--- src/rtl/lbdr_dr_fsm_pkg.sv ---
// Shared encodings for the LBDR deroute router input unit: flit types, deroute ports,
// FSM states, the one-hot port request and the routing config word.
package lbdr_dr_fsm_pkg;

  localparam logic [2:0] FLIT_HEADER  = 3'b001;
  localparam logic [2:0] FLIT_PAYLOAD = 3'b010;
  localparam logic [2:0] FLIT_TAIL    = 3'b100;

  // Deroute port codes double as the index into the connectivity bits {Cs,Cw,Ce,Cn}.
  localparam logic [1:0] DR_N = 2'b00;
  localparam logic [1:0] DR_E = 2'b01;
  localparam logic [1:0] DR_W = 2'b10;
  localparam logic [1:0] DR_S = 2'b11;

  typedef enum logic [1:0] {
    ST_IDLE   = 2'd0,
    ST_ROUTED = 2'd1,
    ST_DRAIN  = 2'd2
  } state_t;

  typedef struct packed {
    logic n;
    logic e;
    logic w;
    logic s;
    logic l;
  } port_req_t;

  // rxy = {Rsw,Rse,Rws,Rwn,Res,Ren,Rnw,Rne}, cx = {Cs,Cw,Ce,Cn}
  typedef struct packed {
    logic [7:0] rxy;
    logic [3:0] cx;
    logic [1:0] dr;
    logic       dr_en;
  } route_cfg_t;

endpackage

--- src/rtl/lbdr_route_comb.sv ---
// Purpose: LBDR minimal-port compute with deroute fallback for one header.
// Latency: purely combinational.
// Backpressure: none; the caller decides when the result is captured.
module lbdr_route_comb
  import lbdr_dr_fsm_pkg::*;
#(
  parameter int X_W = 2,
  parameter int Y_W = 2
) (
  input  logic [X_W+Y_W-1:0] cur_addr,
  input  logic [X_W+Y_W-1:0] dst_addr,
  input  route_cfg_t         cfg,
  output port_req_t          req,
  output logic               derouted,
  output logic               route_err
);

  logic [X_W-1:0] cx_c, dx_c;
  logic [Y_W-1:0] cy_c, dy_c;
  logic           n_p, s_p, e_p, w_p;
  port_req_t      min_req;

  assign cx_c = cur_addr[X_W-1:0];
  assign cy_c = cur_addr[X_W+Y_W-1:X_W];
  assign dx_c = dst_addr[X_W-1:0];
  assign dy_c = dst_addr[X_W+Y_W-1:X_W];

  assign n_p = dy_c < cy_c;
  assign s_p = dy_c > cy_c;
  assign e_p = dx_c > cx_c;
  assign w_p = dx_c < cx_c;

  assign min_req.n = cfg.cx[0] & n_p & ((!e_p & !w_p) | (e_p & cfg.rxy[0]) | (w_p & cfg.rxy[1]));
  assign min_req.e = cfg.cx[1] & e_p & ((!n_p & !s_p) | (n_p & cfg.rxy[2]) | (s_p & cfg.rxy[3]));
  assign min_req.w = cfg.cx[2] & w_p & ((!n_p & !s_p) | (n_p & cfg.rxy[4]) | (s_p & cfg.rxy[5]));
  assign min_req.s = cfg.cx[3] & s_p & ((!e_p & !w_p) | (e_p & cfg.rxy[6]) | (w_p & cfg.rxy[7]));
  assign min_req.l = !(n_p | s_p | e_p | w_p);

  // An all-zero minimal request implies a non-local destination.
  always_comb begin
    req       = min_req;
    derouted  = 1'b0;
    route_err = 1'b0;
    if (min_req == '0) begin
      if (cfg.dr_en && cfg.cx[cfg.dr]) begin
        derouted = 1'b1;
        case (cfg.dr)
          DR_N: req.n = 1'b1;
          DR_E: req.e = 1'b1;
          DR_W: req.w = 1'b1;
          DR_S: req.s = 1'b1;
        endcase
      end else begin
        route_err = 1'b1;
      end
    end
  end

endmodule

--- src/rtl/lbdr_dr_fsm.sv ---
// Purpose: per-input-port LBDR routing with deroute, runtime config and a packet-hold FSM.
// Latency: header at FIFO head -> registered one-hot port request one cycle later.
// Backpressure: flits advance only on allocator rd_en; the request is held until the tail pops.
module lbdr_dr_fsm
  import lbdr_dr_fsm_pkg::*;
#(
  parameter int                   X_W       = 2,
  parameter int                   Y_W       = 2,
  parameter logic [X_W+Y_W-1:0]   CUR_ADDR  = '0,
  parameter logic [7:0]           RXY_DEF   = 8'b00111100,
  parameter logic [3:0]           CX_DEF    = 4'b1111,
  parameter logic [1:0]           DR_DEF    = 2'b00,
  parameter logic                 DR_EN_DEF = 1'b0
) (
  input  logic               clk,
  input  logic               rst,
  input  logic               empty,
  input  logic               rd_en,
  input  logic [2:0]         flit_id,
  input  logic [X_W+Y_W-1:0] dst_addr,
  input  logic               cfg_we,
  input  logic [X_W+Y_W-1:0] cfg_cur_addr,
  input  logic [7:0]         cfg_rxy,
  input  logic [3:0]         cfg_cx,
  input  logic [1:0]         cfg_dr,
  input  logic               cfg_dr_en,
  output logic               Nport,
  output logic               Eport,
  output logic               Wport,
  output logic               Sport,
  output logic               Lport,
  output logic               route_vld,
  output logic               derouted,
  output logic               route_err,
  output logic               busy
);

  state_t             state;
  logic [X_W+Y_W-1:0] cur_addr_q, pend_addr;
  route_cfg_t         cfg_q, pend_cfg, cfg_in;
  logic               pend_vld;
  port_req_t          req_q, req_c;
  logic               dr_c, err_c;
  logic               hdr_seen, tail_pop;

  assign cfg_in   = {cfg_rxy, cfg_cx, cfg_dr, cfg_dr_en};
  assign hdr_seen = !empty && (flit_id == FLIT_HEADER);
  assign tail_pop = !empty && rd_en && (flit_id == FLIT_TAIL);

  lbdr_route_comb #(.X_W(X_W), .Y_W(Y_W)) u_route (
    .cur_addr  (cur_addr_q),
    .dst_addr  (dst_addr),
    .cfg       (cfg_q),
    .req       (req_c),
    .derouted  (dr_c),
    .route_err (err_c)
  );

  always_ff @(posedge clk or negedge rst) begin
    if (!rst) begin
      state      <= ST_IDLE;
      cur_addr_q <= CUR_ADDR;
      cfg_q      <= {RXY_DEF, CX_DEF, DR_DEF, DR_EN_DEF};
      pend_vld   <= 1'b0;
      pend_addr  <= '0;
      pend_cfg   <= '0;
      req_q      <= '0;
      route_vld  <= 1'b0;
      derouted   <= 1'b0;
      route_err  <= 1'b0;
      busy       <= 1'b0;
    end else begin
      case (state)
        ST_IDLE: begin
          // The header in this cycle is routed with the config currently held.
          if (cfg_we) begin
            cur_addr_q <= cfg_cur_addr;
            cfg_q      <= cfg_in;
          end
          if (hdr_seen) begin
            req_q     <= req_c;
            route_vld <= !err_c;
            derouted  <= dr_c;
            route_err <= err_c;
            busy      <= 1'b1;
            state     <= err_c ? ST_DRAIN : ST_ROUTED;
          end
        end
        ST_ROUTED, ST_DRAIN: begin
          if (cfg_we) begin
            pend_vld  <= 1'b1;
            pend_addr <= cfg_cur_addr;
            pend_cfg  <= cfg_in;
          end
          if (tail_pop) begin
            state     <= ST_IDLE;
            req_q     <= '0;
            route_vld <= 1'b0;
            derouted  <= 1'b0;
            route_err <= 1'b0;
            busy      <= 1'b0;
            pend_vld  <= 1'b0;
            // A write landing on the tail edge is the newest, so it beats the pending slot.
            if (cfg_we) begin
              cur_addr_q <= cfg_cur_addr;
              cfg_q      <= cfg_in;
            end else if (pend_vld) begin
              cur_addr_q <= pend_addr;
              cfg_q      <= pend_cfg;
            end
          end
        end
        default: state <= ST_IDLE;
      endcase
    end
  end

  assign Nport = req_q.n;
  assign Eport = req_q.e;
  assign Wport = req_q.w;
  assign Sport = req_q.s;
  assign Lport = req_q.l;

endmodule

--- config.mk ---
export PLATFORM = sky130hd
export DESIGN_NAME = lbdr_dr_fsm
export DESIGN_NICKNAME = d
export VERILOG_FILES = /design/src/rtl/lbdr_dr_fsm_pkg.sv /design/src/rtl/lbdr_route_comb.sv /design/src/rtl/lbdr_dr_fsm.sv
export SDC_FILE = /design/constraint.sdc
export NUM_CORES = 1
export LEC_CHECK = 0
export ABC_AREA = 1
export BUFFER_PORTS_ARGS = -buffer_cell sky130_fd_sc_hd__buf_2
export CORE_AREA = 2 2 74 76
export CTS_CLUSTER_DIAMETER = 200
export DETAILED_ROUTE_END_ITERATION = 12
export DIE_AREA = 0 0 76 78
export GPL_TIMING_DRIVEN = 0
export MAX_ROUTING_LAYER = met4
export PLACE_DENSITY = 0.78
export SLEW_MARGIN = 20
export SYNTH_ARGS = -nofsm -noshare
export SYNTH_HDL_FRONTEND = slang
export SYNTH_HIERARCHICAL = 1
export SYNTH_SLANG_ARGS = --single-unit
export TNS_END_PERCENT = 5
--- constraint.sdc ---
create_clock -name clk -period 2.05 [get_ports clk]
set_input_delay 0.41 -clock clk [delete_from_list [all_inputs] [get_ports clk]]
set_output_delay 0.41 -clock clk [all_outputs]
set_load 0.1 [all_outputs]
==> results.sh <==
export IMPL_drive_gt1_frac=0.2714
export IMPL_crit_start="cur_addr_q[0]"
export IMPL_yosys_register_bits=50
export IMPL_die_h_um=78
export IMPL_drc=0
export IMPL_cp_max_fo=4
export IMPL_syn_area_per_cell_um2=7.823
export IMPL_syn_nets=397
export IMPL_fin_util=0.6469
export IMPL_rows=26
export IMPL_setup_tns_ns=0
export IMPL_max_cap_viol_count=0
export IMPL_dp_cells=470
export IMPL_yosysWarnings=6
export IMPL_endpoint_kind="flip-flop"
export IMPL_grt_max_degree=51
export IMPL_postSynthCellCount=361
export IMPL_grt_usage=0.2265
export IMPL_dr_pass1_iters=4
export IMPL_cts_tree="done"
export IMPL_num_vias=2451
export IMPL_cts_clk_slew_worst_paths_ns=0.09
export IMPL_groute_layer_met2_usage=0.3857
export IMPL_met1_usage=0.2738
export IMPL_placed_area_um2=3107
export IMPL_die_area_um2=5928
export IMPL_root_buffer="clkbuf_8"
export IMPL_hold_class="in -> async"
export IMPL_ys_seq_area_frac=0.4466
export IMPL_startpoint_type="flip-flop"
export IMPL_slew_viol_final=0
export IMPL_p_leak_nw=1.779
export IMPL_top_usage_layer="met2"
export IMPL_syn2layout_area_growth_pct=15.51
export IMPL_yosysUniqueCellTypes=22
export IMPL_grt_pass1_wl_um=10550
export IMPL_numClockSinks=50
export IMPL_h_tree_depth=2
export IMPL_hpwl_um=4482
export IMPL_vdd_drop_max_mv=0.7675
export IMPL_core_um2=5042
export IMPL_final_common_cell="nand2_1"
export IMPL_wl_per_cell_um=12.41
export IMPL_fp_dieW_um=76
export IMPL_worst_slack_ns=0.1709
export IMPL_finalSetupViolations=0
export IMPL_fin_cells=479
export IMPL_cts_buffers=5
export IMPL_clock_path_buffers=2
export IMPL_fmax_mhz=532.2
export IMPL_grt_pass1_vias=2410
export IMPL_slew_headroom=0.5908
export IMPL_min_period_ns=1.879
export IMPL_use_met3=0.03953
export IMPL_portBuffers=39
export IMPL_globalRoute_totalOverflow=0
export IMPL_synth_top_area_frac=0.3722
export IMPL_wl_um=5945
export IMPL_place_gp_congestion=0.7991
export IMPL_skew_ns=0.004323
export IMPL_powerDensity_nw_per_um2=1738
export IMPL_hold_viol=0
export IMPL_netlist_area_um2=2824
export IMPL_post_place_ws_ns=-0.06244
export IMPL_reg2regPathDepth=13
export IMPL_drt_iter0_drc=111
export IMPL_post_route_period_util=0.9166
export IMPL_viasPerCell=5.117
export IMPL_ant_nets=0
export IMPL_p_total_mw=5.669
export IMPL_critPathSlowestCell="dfrtp_1"
export IMPL_final_area_um2=3262
export IMPL_clk_latency_ns=0.31
export IMPL_boundaryPins=40
export IMPL_status="finished, final reports clean"
export IMPL_r2r_start="cur_addr_q[0]"
export IMPL_initial_utilization=0.5600
export IMPL_antenna_found_initial=0
export IMPL_final_cell_mix="136 x nand2_1, 47 x buf_2, 42 x dfrtp_1"
export IMPL_tightest_slew_ns=0.6138
export IMPL_critPathKind="reg -> reg"
export IMPL_hold_slack_ns=0.1131
export IMPL_path_cells="ha_1 -> nand2_2 -> inv_1 -> o21ai_2 -> a21oi_1 -> nor2_2 -> buf_4 -> nand3_1 -> nand2_1 -> inv_1 -> nor2_1 -> nand4_1 -> nand2_1"
export IMPL_worstPathRequired_ns=2.30
export IMPL_synth_top_area_cell="dfrtp_1"
export IMPL_critPathMaxStageDelay_ns=0.39
export IMPL_layout_nets=444
export IMPL_arrival_ns=2.13
export IMPL_synth_area_top_cells="dfrtp_1 37%, nand2_1 18%, mux2_2 7.6%"
export IMPL_num_fill_cells=439
export IMPL_diodes=0
[cells in the mapped netlist]
master    number
buf_2          9
nand3_2        5
nor2_4         1
nand3_1       30
nand2_2        3
a21oi_1        4
dfrtp_1       42
nand3b_1       1
inv_1         33
buf_4          4
buf_6          1
nand2_1      137
nor2_1        20
nor2_2         2
mux2_2        19
nand4_1       27
o21ai_2        1
inv_2          2
clkbuf_1       3
o21ai_0        4
dfstp_2        8
ha_1           5
[cell type report]
class | count | area (um2) | area share
well taps | 70 | 87.58 | 0.02685
inverters | 35 | 131.4 | 0.04028
plain buffers | 17 | 97.59 | 0.02992
repair buffers | 40 | 205.2 | 0.06291
clock inverters | 1 | 8.758 | 0.002685
flip-flops and latches | 50 | 1261 | 0.3867
clock buffers | 7 | 96.34 | 0.02954
multi-input cells | 259 | 1374 | 0.4212
[metal layers]
metal / vias to the layer above / wire length (um)
met5: - / 0
met4: 0 / 104
met3: 8 / 215
met2: 48 / 2905
met1: 1134 / 2719
li1: 1261 / -
[path summary, 6_finish.rpt]
kind,slack [ns],end
min in group clk,0.35,pend_addr[1]
max,0.17,Wport
max reg2reg,0.17,Wport
min,0.11,pend_addr[1]
min reg2reg,0.47,route_err
max in group asynchronous,1.52,state[1]
[power by group]
| part | internal (mW) | switching [mW] |
|---|---|---|
| Sequential | 1.52 | 0.260 |
| Clock | 0.309 | 0.323 |
| Combinational | 1.07 | 2.18 |
[timing repair]
| action | 4_1_cts | 5_1_grt |
|---|---|---|
| gates resized for setup | 0 | 8 |
| buffers inserted | 0 | 1 |
| hold buffers | 0 | 0 |
| setup endpoints to repair | 0 | 9 |
[worst max-delay path: cells and delay by family, from the launching register on]
| kind | cells | cell delay [ns] |
|---|---|---|
| AO/OA/AOI/OAI | 2 | 0.22 |
| adder cells (fa/ha/maj) | 1 | 0.29 |
| AND/OR/NAND/NOR | 7 | 0.67 |
| buffers and inverters | 3 | 0.24 |
| flip-flops | 1 | 0.39 |
[kinds of logic (layout without fill, tap and decap cells)]
group	count (synthesis)	after routing	share of synthesized area
flops	50	50	0.4466
compound gates	9	9	0.01728
buf+inv	52	100	0.08108
fa+ha+maj	5	5	0.02215
mux	19	19	0.07577
simple gates	226	226	0.3571
[registers in the layout (all words and copies together), names as in the netlist, 2 cells and up]
signal,count
cfg_q,15
cur_addr_q,4
pend_addr,4
pend_cfg,15
state,2
Note: power is estimated with default switching activity, not from simulation.
